[src/rtl/accel_pkg.sv]
// Shared types and helpers for the accelerator front end.
package accel_pkg;

  localparam int PIXEL_W = 16;

  typedef enum logic [1:0] {
    IDLE,
    STREAM,
    WAIT_DONE,
    FINISH
  } feeder_state_t;

  function automatic int feeder_total(input int side, input int chans);
    return side * side * chans;
  endfunction

endpackage

[src/rtl/pixel_skid_fifo.sv]
// Two-entry FIFO that absorbs read returns while the consumer stalls.
module pixel_skid_fifo
  import accel_pkg::*;
#(
  parameter int W = PIXEL_W
) (
  input  logic         clk,
  input  logic         rst,
  input  logic         push,
  input  logic [W-1:0] din,
  input  logic         pop,
  output logic [W-1:0] dout,
  output logic [1:0]   count
);

  logic [W-1:0] mem [2];
  logic         wr_ptr;
  logic         rd_ptr;
  logic         do_push;
  logic         do_pop;

  assign do_pop  = pop && (count != 2'd0);
  assign do_push = push && ((count != 2'd2) || do_pop);
  assign dout    = mem[rd_ptr];

  always_ff @(posedge clk or posedge rst) begin
    if (rst) begin
      mem[0] <= '0;
      mem[1] <= '0;
      wr_ptr <= 1'b0;
      rd_ptr <= 1'b0;
      count  <= 2'd0;
    end else begin
      if (do_push) begin
        mem[wr_ptr] <= din;
        wr_ptr      <= ~wr_ptr;
      end
      if (do_pop) begin
        rd_ptr <= ~rd_ptr;
      end
      count <= count + {1'b0, do_push} - {1'b0, do_pop};
    end
  end

endmodule

[src/rtl/pixel_feeder.sv]
// Streams an HWC image from memory into the first layer's pixel port.
module pixel_feeder
  import accel_pkg::*;
#(
  parameter int N           = PIXEL_W,
  parameter int n           = 224,
  parameter int IN_CHANNELS = 1,
  parameter int BASE_ADDR   = 0,
  parameter int ADDR_W      = 18
) (
  input  logic              clk,
  input  logic              rst,
  input  logic              start,
  output logic              mem_rd_en,
  output logic [ADDR_W-1:0] mem_addr,
  input  logic [N-1:0]      mem_rd_data,
  output logic [N-1:0]      pixel,
  output logic              en,
  input  logic              ready_for_data,
  input  logic              layer_done,
  output logic              busy,
  output logic              done
);

  localparam int TOTAL = feeder_total(n, IN_CHANNELS);
  localparam int CNT_W = $clog2(TOTAL + 1);

  feeder_state_t    state;
  feeder_state_t    next;
  logic [CNT_W-1:0] rd_cnt;
  logic [CNT_W-1:0] xfer_cnt;
  logic             inflight;
  logic [1:0]       count;
  logic [2:0]       credit;
  logic             pop;
  logic             rd_go;
  logic             last_xfer;

  pixel_skid_fifo #(
    .W(N)
  ) u_fifo (
    .clk  (clk),
    .rst  (rst),
    .push (inflight),
    .din  (mem_rd_data),
    .pop  (pop),
    .dout (pixel),
    .count(count)
  );

  assign en  = (state == STREAM) && (count != 2'd0);
  assign pop = en && ready_for_data;

  // Words already held plus the one in flight, less the one leaving now.
  assign credit = {1'b0, count} + {2'b0, inflight} - {2'b0, pop};

  assign rd_go = (state == STREAM)
              && (rd_cnt < CNT_W'(TOTAL))
              && (credit < 3'd2);

  assign mem_rd_en = rd_go;
  assign mem_addr  = ADDR_W'(BASE_ADDR) + ADDR_W'(rd_cnt);
  assign last_xfer = pop && (xfer_cnt == CNT_W'(TOTAL - 1));
  assign busy      = (state != IDLE);
  assign done      = (state == FINISH);

  always_comb begin
    next = state;
    unique case (state)
      IDLE:      if (start) next = STREAM;
      STREAM:    if (last_xfer) next = WAIT_DONE;
      WAIT_DONE: if (layer_done) next = FINISH;
      FINISH:    next = IDLE;
      default:   next = IDLE;
    endcase
  end

  always_ff @(posedge clk or posedge rst) begin
    if (rst) begin
      state    <= IDLE;
      rd_cnt   <= '0;
      xfer_cnt <= '0;
      inflight <= 1'b0;
    end else begin
      state    <= next;
      inflight <= rd_go;
      if (state == FINISH) begin
        rd_cnt   <= '0;
        xfer_cnt <= '0;
      end else begin
        if (rd_go) rd_cnt <= rd_cnt + CNT_W'(1);
        if (pop) xfer_cnt <= xfer_cnt + CNT_W'(1);
      end
    end
  end

endmodule

[config.mk]
export PLATFORM = sky130hd
export DESIGN_NAME = pixel_feeder
export DESIGN_NICKNAME = d
export VERILOG_FILES = /design/src/rtl/accel_pkg.sv /design/src/rtl/pixel_skid_fifo.sv /design/src/rtl/pixel_feeder.sv
export SDC_FILE = /design/constraint.sdc
export NUM_CORES = 1
export LEC_CHECK = 0
export CAP_MARGIN = 20
export CORE_ASPECT_RATIO = 1.4
export CORE_MARGIN = 2
export CORE_UTILIZATION = 51
export DETAILED_ROUTE_END_ITERATION = 7
export DONT_BUFFER_PORTS = 1
export GPL_ROUTABILITY_DRIVEN = 0
export PLACE_DENSITY = 0.68
export REMOVE_ABC_BUFFERS = 1
export SLEW_MARGIN = 20
export SYNTH_ARGS = -nofsm -noshare
export SYNTH_HDL_FRONTEND = slang
export SYNTH_SLANG_ARGS = --single-unit
[constraint.sdc]
create_clock -name clk -period 11.05 [get_ports clk]
set_input_delay 3.315 -clock clk [delete_from_list [all_inputs] [get_ports clk]]
set_output_delay 3.315 -clock clk [all_outputs]
set_load 0.02 [all_outputs]
== Word level (Yosys, flattened, before mapping) ==
Index checks and enable logic that the tools add are counted.

* RAM bits: 0
* Output and inout port bits: 38
* Bits of input ports: 21
* Register bits: 71
* Bits in read-only memories: 0
* Memories: 0
* Bits in latches: 0

* Shift-type cells: 0
* Multipliers: 0
* Muxes and demuxes: 14
* $add $sub $neg: 6
* Reductions and logical operators: 15
* Eq/ne operators: 8
* Div/mod/pow operators: 0
* $lt $le $gt $ge: 5
* Bitwise operators: 4

{| class="wikitable"
|+ Operator list
! operator !! count
|-
| $mux 16 || 8
|-
| $add 16x1->16 const B || 2
|-
| $bwmux 32 || 1
|-
| $demux 16 s1 || 1
|-
| $eq 16x16->1 const B || 1
|-
| $lt 16x16->1 const B || 1
|-
| $logic_and 1x1->1 || 8
|-
| $ne 2x2->1 const B || 4
|-
| $pmux 2 s4 || 1
|-
| $reduce_bool 2->1 || 4
|-
| $mux 2 || 3
|-
| $eq 2x2->1 const B || 2
|-
| $ge 2x2->1 const B || 2
|-
| $not 1->2 || 2
|-
| $add 2x1->3 || 1
|-
| $lt 3x2->1 const B || 1
|-
| $reduce_and 3->1 || 1
|-
| $sub 3x1->3 || 1
|-
| $add 2x1->2 || 1
|-
| $eq 2x1->1 const B || 1
|-
| $logic_not 2->1 || 1
|-
| $lt 2x1->1 const B || 1
|-
| $not 1->1 || 2
|-
| $sub 2x1->2 || 1
|-
| $logic_or 1x1->1 || 1
|}

== Longest topological paths before layout ==
* Depth in word-level cells: 8
* Depth in mapped cells: 14
* Mapped depth without buffers: 13

== Cells and area by module ==
Synthesis repeated with hierarchy kept, for this count alone.

* Cells, all modules: 305
* Area total of the unflattened synthesis: 3,449.6 um^2

{| class="wikitable"
|+ Modules (own cells, without submodules)
! module !! sequential area each (um^2) !! area each (um^2) !! times used !! cells each
|-
| pixel_feeder || 875.8 || 1,853.0 || 1 || 189
|-
| pixel_skid_fifo || 900.9 || 1,596.5 || 1 || 116
|}

== Worst setup path after synthesis ==
OpenSTA, ideal clock, no wires.

* Path kind: input to output
* Start: in ready_for_data
* End: out mem_rd_en
* Buffers on the path: 1
* Data required time: 7,735 ps
* Stages: 9
* Slack: 2,694 ps
* Data arrival time: 5,041 ps
* Cells stage by stage: o211ai_1 > inv_1 > ha_1 > nand2b_1 > fa_1 > xnor2_1 > o2111ai_1 > inv_2 > buf_2

* Cells in the longest elaborated chain, start to end: 4

{| class="wikitable"
|+ Ends and longest elaborated chain
! element !! line !! text
|-
| start, declared || pixel_feeder.sv:19 || <nowiki>input logic ready_for_data,</nowiki>
|-
| $logic_and 1x1->1 || pixel_feeder.sv:52 || <nowiki>assign pop = en && ready_for_data;</nowiki>
|-
| $sub 3x1->3 || pixel_feeder.sv:55 || <nowiki>assign credit = {1'b0, count} + {2'b0, inflight} - {2'b0, pop};</nowiki>
|-
| $lt 3x2->1 || pixel_feeder.sv:59 || <nowiki>&& (credit < 3'd2);</nowiki>
|-
| $logic_and 1x1->1 || pixel_feeder.sv:59 ||
|-
| end, declared || pixel_feeder.sv:14 || <nowiki>output logic mem_rd_en,</nowiki>
|}

No other way between the ends.

== Final worst setup path ==
Same ends and word-level chain as after synthesis.

==> summary.md <==
| Metric | Value |
|---|---|
| Overall power | `1050 uW` |
| Status | `finished clean` |
| Synthesis-to-finish area growth | `8.90%` |
| CTS tree | `built` |
| Netlist cell types | `36` |
| Post-CTS setup buffers | `0` |
| CP Max Fanout | `15` |
| Filler Cell Count | `551` |
| First-pass GRT wire length | `9790 um` |
| Largest net degree at the start of global routing | `72` |
| Max Cap Viol | `0` |
| R2R setup slack | `7.89 ns` |
| Worst hold-check path type | `reg2reg` |
| HPWL Detailed | `4070 um` |
| Die Span X | `73.0 um` |
| Placed insts | `358` |
| Port buffer count | `0` |
| Final Skew | `0.00852 ns` |
| Clock Sinks | `71` |
| Total routing usage reported by global routing | `0.172` |
| Row cnt | `35` |
| Worst r2r dst | `rd_cnt[3]` |
| Max-slew headroom | `0.419` |
| Final cycle utilization of the critical path | `0.762` |
| Root buffer cell | `clkbuf_8` |
| Drt pass-1 iters | `4` |
| Pwr per Cell Area | `284 mW/mm^2` |
| Reg2reg start | `state[1]` |
| Vias in the first global route | `2116` |
| Seq/Total Area, Yosys | `0.522` |
| Worst-Skew Late Latency | `0.34 ns` |
| Reg2Reg Depth | `13` |
| Critical path type | `in2out` |
| DR WL/cell | `15.9 um` |
| Clock H-tree levels | `3` |
| Die height | `101 um` |
| Setup TNS | `0 ns` |
| Ports | `59` |
| Final Slew Violations | `0` |
| Initial antenna violation count | `0` |
| Mean Syn Cell Area | `11.7 sq um` |
| Post-synth ARST share | `1.00` |
| Worst path required time | `7.74 ns` |
| Clk buf depth | `2` |
| Post-layout nets | `327` |
| Share of cells above drive strength 1 | `0.233` |
| Least-Margin Pin Slew | `0.872 ns` |
| CTS Buf Count | `9` |
| Avg Vias per Cell | `5.58` |
| Final hold vios | `0` |
| Post-synthesis cell area | `0.00340 sq mm` |
| FMAX | `119 MHz` |
| Wirelength, routed | `5950 um` |
| RSZ-0062 raised after global routing | `false` |
| Die area | `0.00735 sq mm` |
| Ys flop type | `dfrtp_1` |
| Setup violators final | `0` |
| Post-synth EDFFs | `0` |
| Post-synthesis cell count | `291` |
| Grt total ovfl | `0` |
| Antenna diode count | `0` |
| Antenna Violating Nets Remaining | `0` |
| Non-Filler Instances | `374` |
| Maximum vdd drop | `0.165 mV` |
| Hold path depth | `1` |
| Number of synthesis warnings | `0` |
| DRC errors left | `0` |
| #FFs+latches synth | `71` |
| Startpoint types | `input pin` |
| Initial core utilization | `0.521` |
| Crit. Startpoint | `ready_for_data` |
| Clock slew at reported path FFs | `0.07 ns` |
| Worst setup EP type | `output port` |
| Core Region | `0.00653 sq mm` |
| Resized cells post-CTS | `0` |
| Final min period | `8.42 ns` |
| Critical Path AT | `5.11 ns` |
| Detailed-route via count | `2088` |
| Lkg Pwr | `0.00167 uW` |
| Cts hold-fix bufs | `0` |
| CP endpoint | `mem_rd_en` |
| Initial drt markers | `108` |
==> flip-flops by register name, indices dropped and copies added (netlist names) <==
signal         cells
u_fifo.rd_ptr      1
rd_cnt            16
u_fifo.mem        32
u_fifo.wr_ptr      1
inflight           1
state              2
xfer_cnt          16
u_fifo.count       2
==> cell families (layout without fill, tap and decap cells) <==
logic type,Yosys count,count (layout),synth area share
simple gates,88,88,0.128
flops,71,71,0.522
mux,52,52,0.172
xor+xnor,30,30,0.0773
buf+inv,23,31,0.0287
compound gates,15,15,0.0272
fa+ha+maj,11,11,0.0427
other cells,1,2,0.00110
==> routing by layer <==
metal	vias up	routed length, um	global-route usage
met1	1012	2630	0.209
met4	0	126	0.0812
met3	14	286	0.0460
met5	-	0	0
li1	1013	-	-
met2	49	2910	0.280
==> placed cells by master (no fill, tap or decap), drive strengths merged, types with 2 or more instances in the layout <==
| cell | netlist | final |
|---|---|---|
| dfrtp | 71 | 71 |
| mux2 | 49 | 49 |
| nor2 | 31 | 31 |
| xor2 | 17 | 17 |
| xnor2 | 13 | 13 |
| nand3 | 13 | 13 |
| inv | 12 | 12 |
| and3 | 10 | 10 |
| ha | 10 | 10 |
| clkbuf | 6 | 10 |
| nand2 | 9 | 9 |
| nand4 | 9 | 9 |
| o21ai | 4 | 4 |
| or3 | 4 | 4 |
| a21oi | 4 | 4 |
| nor4 | 3 | 3 |
| nor3 | 3 | 3 |
| mux2i | 3 | 3 |
| bufinv | 0 | 3 |
| buf | 5 | 3 |
| clkinv | 0 | 3 |
| and4 | 2 | 2 |
| conb | 1 | 2 |
==> cell type report <==
class,instances,area [sq um],share of cell area
clock inverter,6,109,0.0294
multi-input combinational,198,1530,0.413
clock buffer,10,128,0.0345
tap,74,92.6,0.0250
sequential,71,1780,0.480
timing repair buffer,3,22.5,0.00608
inverter,12,45.0,0.0122
==> cell usage after synthesis (all sizes together) (4+ instances only) <==
cell type,number,area share
dfrtp,71,0.52
buf,5,0.0088
nand2,9,0.0099
and3,10,0.018
ha,10,0.037
o21ai,4,0.0059
nor2,31,0.034
nand4,9,0.017
a21oi,4,0.0059
xnor2,13,0.033
clkbuf,6,0.0066
nand3,13,0.019
xor2,17,0.044
inv,12,0.013
or3,4,0.0074
mux2,49,0.16
==> how the worst min path moves through the flow <==
stage	startpoint	end	slack (ns)
CTS	u_fifo.mem[9]	u_fifo.mem[9]	0.51
finish	u_fifo.mem[28]	u_fifo.mem[28]	0.50
detailed placement	u_fifo.mem[9]	u_fifo.mem[9]	0.49
floorplan	u_fifo.wr_ptr	u_fifo.wr_ptr	0.46
global route	u_fifo.mem[26]	u_fifo.mem[26]	0.52
global placement	u_fifo.wr_ptr	u_fifo.wr_ptr	0.48
==> where the power goes <==
| group | switching (uW) | internal, uW |
|---|---|---|
| clock network | 94.1 | 150 |
| registers | 91.3 | 354 |
| logic | 198 | 167 |
==> critical path: stages <==
cell and delay (ns):
o211ai_1 0.21, inv_1 0.09, ha_1 0.27, nand2b_1 0.15, fa_1 0.38, xnor2_1 0.14
o2111ai_1 0.23, inv_2 0.33
==> per-stage QoR <==
| step | setup WS [ns] | hold slack (ns) | util | instance area [sq um] |
|---|---|---|---|---|
| 2_1_floorplan | 2.79 | 0.463 | - | 3350 |
| 5_1_grt | 2.48 | 0.515 | 0.568 | 3700 |
| 3_5_place_dp | 2.60 | 0.489 | 0.531 | 3470 |
| 4_1_cts | 2.60 | 0.506 | 0.568 | 3700 |
| 6_report | 2.63 | 0.504 | 0.568 | 3700 |
| 3_3_place_gp | 2.65 | 0.479 | 0.531 | 3470 |
Power figures use the tool's default switching activity.
